File: config.mk
export PLATFORM = sky130hd
export DESIGN_NAME = accumulate_32bit
export DESIGN_NICKNAME = d
export VERILOG_FILES = /design/src/rtl/accumulate_32bit.sv
export SDC_FILE = /design/constraint.sdc
export NUM_CORES = 1
export LEC_CHECK = 0
export CAP_MARGIN = 10
export CELL_PAD_IN_SITES_DETAIL_PLACEMENT = 2
export CELL_PAD_IN_SITES_GLOBAL_PLACEMENT = 2
export CORE_UTILIZATION = 31
export CTS_BUF_LIST = sky130_fd_sc_hd__clkbuf_8
export CTS_CLUSTER_DIAMETER = 80
export DETAILED_ROUTE_END_ITERATION = 16
export PLACE_DENSITY = 0.93
export SLEW_MARGIN = 20
export SYNTH_ARGS = -nofsm -noshare
export SYNTH_HDL_FRONTEND = slang
export SYNTH_SLANG_ARGS = --single-unit
export TNS_END_PERCENT = 10
File: constraint.sdc
create_clock -name clk -period 6.9 [get_ports clk]
set_input_delay 2.07 -clock clk [delete_from_list [all_inputs] [get_ports clk]]
set_output_delay 2.07 -clock clk [all_outputs]
set_load 0.05 [all_outputs]
File: src/rtl/accumulate_32bit.sv
// rtl/accumulate_32bit.sv - streaming 32-bit unsigned accumulator with sticky carry flag
// Sums len operands through a parallel-prefix adder; the result is held until it is taken.

module accumulate_32bit #(
  parameter int CNT_W = 8
) (
  input  logic             clk,
  input  logic             rst,
  input  logic             start,
  input  logic [CNT_W-1:0] len,
  input  logic             in_valid,
  input  logic [31:0]      in_data,
  output logic             in_ready,
  output logic             out_valid,
  input  logic             out_ready,
  output logic [31:0]      out_sum,
  output logic             out_ovf,
  output logic             busy
);

  typedef enum logic [1:0] {
    S_IDLE = 2'd0,
    S_ACC  = 2'd1,
    S_DONE = 2'd2
  } state_t;

  state_t           state_q, state_d;
  logic [31:0]      acc_q, acc_d;
  logic             ovf_q, ovf_d;
  logic [CNT_W-1:0] rem_q, rem_d;

  logic [31:0] add_sum;
  logic        add_cout;

  Adder_32bit u_adder (
    .a    (acc_q),
    .b    (in_data),
    .sum  (add_sum),
    .cout (add_cout)
  );

  always_comb begin
    state_d = state_q;
    acc_d   = acc_q;
    ovf_d   = ovf_q;
    rem_d   = rem_q;
    case (state_q)
      S_IDLE: begin
        if (start) begin
          acc_d   = '0;
          ovf_d   = 1'b0;
          rem_d   = len;
          state_d = (len == '0) ? S_DONE : S_ACC;
        end
      end
      S_ACC: begin
        // in_ready is high for the whole of ACC, so in_valid alone marks a beat
        if (in_valid) begin
          acc_d = add_sum;
          ovf_d = ovf_q | add_cout;
          rem_d = rem_q - CNT_W'(1);
          if (rem_q == CNT_W'(1)) begin
            state_d = S_DONE;
          end
        end
      end
      S_DONE: begin
        if (out_ready) begin
          state_d = S_IDLE;
        end
      end
      default: state_d = S_IDLE;
    endcase
  end

  always_ff @(posedge clk) begin
    if (rst) begin
      state_q <= S_IDLE;
      acc_q   <= '0;
      ovf_q   <= 1'b0;
      rem_q   <= '0;
    end else begin
      state_q <= state_d;
      acc_q   <= acc_d;
      ovf_q   <= ovf_d;
      rem_q   <= rem_d;
    end
  end

  assign in_ready  = (state_q == S_ACC);
  assign out_valid = (state_q == S_DONE);
  assign busy      = (state_q != S_IDLE);
  assign out_sum   = acc_q;
  assign out_ovf   = ovf_q;

endmodule

// Kogge-Stone style recursive-doubling adder: each level doubles the span of
// the group generate/propagate terms, so after five levels g_s[5][i] is the carry out of bit i.
module Adder_32bit (
  input  logic [31:0] a,
  input  logic [31:0] b,
  output logic [31:0] sum,
  output logic        cout
);

  logic [31:0] g_s [0:5];
  logic [31:0] p_s [0:5];

  always_comb begin
    g_s[0] = a & b;
    p_s[0] = a ^ b;
    for (int l = 0; l < 5; l++) begin
      g_s[l+1] = g_s[l] | (p_s[l] & (g_s[l] << (1 << l)));
      p_s[l+1] = p_s[l] & ((p_s[l] << (1 << l)) | ~({32{1'b1}} << (1 << l)));
    end
  end

  assign sum  = p_s[0] ^ {g_s[5][30:0], 1'b0};
  assign cout = g_s[5][31];

endmodule

==> results by stage <==
Route:
- The final routed DRC violation total is 0.
- The first TritonRoute pass finished after 4 iterations.
- Once detail routing completed, the nets flagged for antenna violations numbered 0.
- For this block, the initial DRC count from the detailed router was 145.
- The ratio of routed vias to standard cells is 5.91.
- Summed over all layers, the routed wires come to 14000 um.
- The total via count after detailed routing is 3895.
- Dividing the detail-routed wire length by the instance count gives 21.3 um.

Yosys:
- The compound-cell area share of the yosys netlist is 31.3%.
- The adder-cell share of the synthesized area is 13.0%.
- Of all cell types, the one taking the most synthesized area is sky130_fd_sc_hd__dfxtp_1.
- Synthesis produced a netlist with a net count of 534.
- Of the post-synthesis cell area, the part taken by muxes is 0.293%.
- Synthesis produced a netlist whose cell count is 454.
- Sorting the synthesized cells by area gives the leading types as sky130_fd_sc_hd__dfxtp_1, sky130_fd_sc_hd__ha_1, sky130_fd_sc_hd__a21oi_1.
- The dominant register cell in the synthesized netlist is sky130_fd_sc_hd__dfxtp_1.
- The cell area after technology mapping is 3420 um2.
- The xor and xnor area share after synthesis is 5.63%.
- The dominant combinational cell family by area after synthesis is compound AO/OA/AOI/OAI gates.
- The most frequently used cell type in the post-synthesis netlist is sky130_fd_sc_hd__a21oi_1.
- After synthesis, the most frequently instantiated cells are sky130_fd_sc_hd__a21oi_1, sky130_fd_sc_hd__nand2_1, sky130_fd_sc_hd__nor2_1, sky130_fd_sc_hd__dfxtp_1, sky130_fd_sc_hd__ha_1.
- Summing the sequential cell areas from Yosys gives 25.2% of the chip area.
- Yosys mapped a number of flops with a built-in enable equal to 0.
- The synthesized area divided by synthesized cell count is 7.53 um2.
- The fraction of the mapped netlist area in simple logic gates is 20.6%.
- For this run, the number of Yosys warnings is 0.
- After synthesis, the share of flip-flops with an asynchronous set or reset is 0%.
- The count of distinct cell types in the synthesized netlist is 50.
- Of the post-synthesis cell area, the dominant cell type holds 25.2%.
- Counting flops and latches in the post-synthesis netlist gives 43.

Global route:
- The total grt overflow is 0.
- The initial antenna violation count was 0.
- The first-pass GRT wire length is 22500 um.
- The number of global-route vias before repair is 4239.
- For this run, the total global-route usage over all layers was measured as 25.2%.
- The largest net degree at the start of global routing is 30.

Clocking:
- The count of instances resized after the clock tree is built is 0.
- For the worst-skew pair, the clock arrives at the later sink with an insertion delay of 0.33 ns.
- The count of clock tree sinks is 43.
- The number of buffers inserted for hold repair after clock tree synthesis is 0.
- TritonCTS built the clock tree.
- The number of buffers inserted during clock tree synthesis is 5.
- After clock tree synthesis, the clock-pin slew on the worst setup and hold paths is 0.10 ns.
- Buffers added to address setup during post-CTS repair amount to 0.
- The CTS H-tree depth is 2.
- Counting along the longest clock path gives a buffer depth of 2.
- The tree is rooted in a sky130_fd_sc_hd__clkbuf_8.

Layout:
- The finished cells cover 4420 um2.
- The number of nets in the final layout is 602.
- 0 antenna diodes ended up in the layout.
- The filler cells instantiated in the layout total 1212.
- The ratio of cells with drive above 1 in the final layout is 3.06%.
- The area growth from synthesis to layout is 29.3%.
- For this run, the share of the core covered by cells in the final layout is 42.1%.

Flow run:
- Across the run, the number of max-cap violations was 0.

Pwr:
- The maximum vdd drop is 0.0000797 V.
- Power comes to 0.809 mW.
- For this design the static power due to leakage is 1.88 nW.
- The power density over the cells is 183 nW/um2.

Critical path:
- The kind of capture point of the worst setup path is a register.
- The setup path with the least slack is of type in -> reg.
- The data required time at the worst endpoint is 7.14 ns.
- The largest single stage delay on the critical path is 0.50 ns.
- Along the worst path, the maximum fanout reaches 4.
- The slowest stage of the critical path is the sky130_fd_sc_hd__or4_1 cell.
- The arrival time of the worst setup path is 5.10 ns.
- The critical path goes through clkdlybuf4s50_1, ha_1, inv_1, fa_1, nor2b_1, o2111ai_1, a21oi_2, o21ai_0, nand4_1, a21oi_1, or4_1, o211ai_1.
- STA classifies the critical path startpoint as a primary input.

Timing:
- The final critical path takes up 70.4% of the cycle.
- The transition time at the pin with the least slew margin is 0.819 ns.
- The number of hold violations in the final report is 0.
- The routed design could run at a clock period as short as 4.86 ns.
- The setup TNS is 0 ns.
- Derived from the worst setup path, the maximum achievable clock frequency is 206 MHz.
- The max-slew violation count is 0.
- The worst path meets setup with 2.04 ns of slack.
- Setup repair after global routing left no endpoint under its margin.
- On the final layout, the worst clock skew is 0.0122 ns.
- In this run the tightest slew margin relative to its limit is 45.2%.
- Setup violations remaining at the end of the flow were counted as 0.

Floorplan:
- The die footprint is 11500 um2.
- The initial utilization of the core area, before any placement, comes to 32.6%.
- The width of the die is 107 um.
- The core area is 10500 um2.
- The initialized floorplan defines 37 standard-cell rows.
- The count of pins on the block boundary is 81.
- The die is 107 um tall.

Place:
- The final RePlAce weighted congestion is 0.841.
- The worst slack at placement is 1.77 ns.
- The wire-length estimate of the detail-placed layout is 10500 um.
- Port buffering added 80 buffers.
- Summing all placed instances gives a cell area of 4330 um2.

Outcome:
- The run finished with clean final reports.

Worst hold path:
- The path class of the tightest hold or removal check is reg -> reg.
-- cell usage in the layout (no fill, tap or decap), types with 2 or more instances in the layout --
cell type and count:
sky130_fd_sc_hd__a2111o_1 2, sky130_fd_sc_hd__a211oi_1 6, sky130_fd_sc_hd__a21o_1 26, sky130_fd_sc_hd__a21oi_1 46, sky130_fd_sc_hd__a21oi_2 2, sky130_fd_sc_hd__a221o_1 2
sky130_fd_sc_hd__a22o_1 3, sky130_fd_sc_hd__a22oi_1 13, sky130_fd_sc_hd__a311oi_1 2, sky130_fd_sc_hd__a41oi_1 3, sky130_fd_sc_hd__and3_1 4, sky130_fd_sc_hd__buf_4 3
sky130_fd_sc_hd__clkbuf_8 5, sky130_fd_sc_hd__clkdlybuf4s50_1 80, sky130_fd_sc_hd__clkinv_4 2, sky130_fd_sc_hd__dfxtp_1 43, sky130_fd_sc_hd__ha_1 34, sky130_fd_sc_hd__inv_1 14
sky130_fd_sc_hd__nand2_1 45, sky130_fd_sc_hd__nand2b_1 3, sky130_fd_sc_hd__nand3_1 11, sky130_fd_sc_hd__nand4_1 7, sky130_fd_sc_hd__nor2_1 44, sky130_fd_sc_hd__nor2b_1 9
sky130_fd_sc_hd__nor3_1 15, sky130_fd_sc_hd__nor4_1 5, sky130_fd_sc_hd__o2111ai_1 2, sky130_fd_sc_hd__o211ai_1 7, sky130_fd_sc_hd__o21a_1 5, sky130_fd_sc_hd__o21ai_0 33
sky130_fd_sc_hd__o31ai_1 2, sky130_fd_sc_hd__or3_1 4, sky130_fd_sc_hd__xnor2_1 16, sky130_fd_sc_hd__xor2_1 6
-- cell families (layout without fill, tap and decap cells) --
group,Yosys count,count (layout)
AND/OR/NAND/NOR,153,153
XOR/XNOR,22,22
buffers and inverters,36,105
AO/OA/AOI/OAI,164,164
flip-flops,43,43
multiplexers,1,1
adder cells (fa/ha/maj),35,35
-- cell type report --
class                           count  area (um2)  share of cell area (%)
Multi-Input combinational cell    375        2420                    54.8
Sequential cell                    43         861                    19.5
Timing Repair Buffer               83         823                    18.6
Tap cell                          136         170                    3.85
Clock buffer                        5        68.8                    1.56
Inverter                           14        52.6                    1.19
Clock inverter                      3        25.0                   0.566
-- sequential cells by signal (all words and copies together) (netlist names) --
| register | cells |
|---|---|
| state_q | 2 |
| out_ovf | 1 |
| rem_q | 8 |
| out_sum | 32 |
-- critical path: cells and delay by family --
family | cells | cell delay [ns]
adder cells (fa/ha/maj) | 2 | 0.65
AO/OA/AOI/OAI | 5 | 0.88
AND/OR/NAND/NOR | 3 | 0.94
buffers and inverters | 2 | 0.56
-- worst paths after layout --
check	startpoint	end	slack (ns)	depth (start not counted)
setup / recovery	in_data[0]	out_sum[28]	2.04	12
hold / removal	out_sum[20]	out_sum[20]	0.50	2
setup reg to reg	state_q[0]	out_sum[31]	3.51	7
hold reg to reg	out_sum[20]	out_sum[20]	0.50	2
-- metal layers --
layer | track usage (%) | share of wire (%)
met1 | 30.1 | 43
met2 | 44.9 | 50
met3 | 3.53 | 4.0
met4 | 10.4 | 3.3
met5 | 0 | 0
-- per-stage QoR --
| stage | instances | hold slack, ns |
|---|---|---|
| 2_1_floorplan | 454 | 0.445 |
| 3_3_place_gp | 651 | 0.461 |
| 3_5_place_dp | 651 | 0.485 |
| 4_1_cts | 659 | 0.505 |
| 5_1_grt | 659 | 0.533 |
| 6_report | 659 | 0.498 |
-- where the power goes --
group	switching [mW]	internal [mW]
sequential	0.0213	0.267
combinational	0.210	0.123
clock	0.115	0.0728
Power figures use the tool's default switching activity.
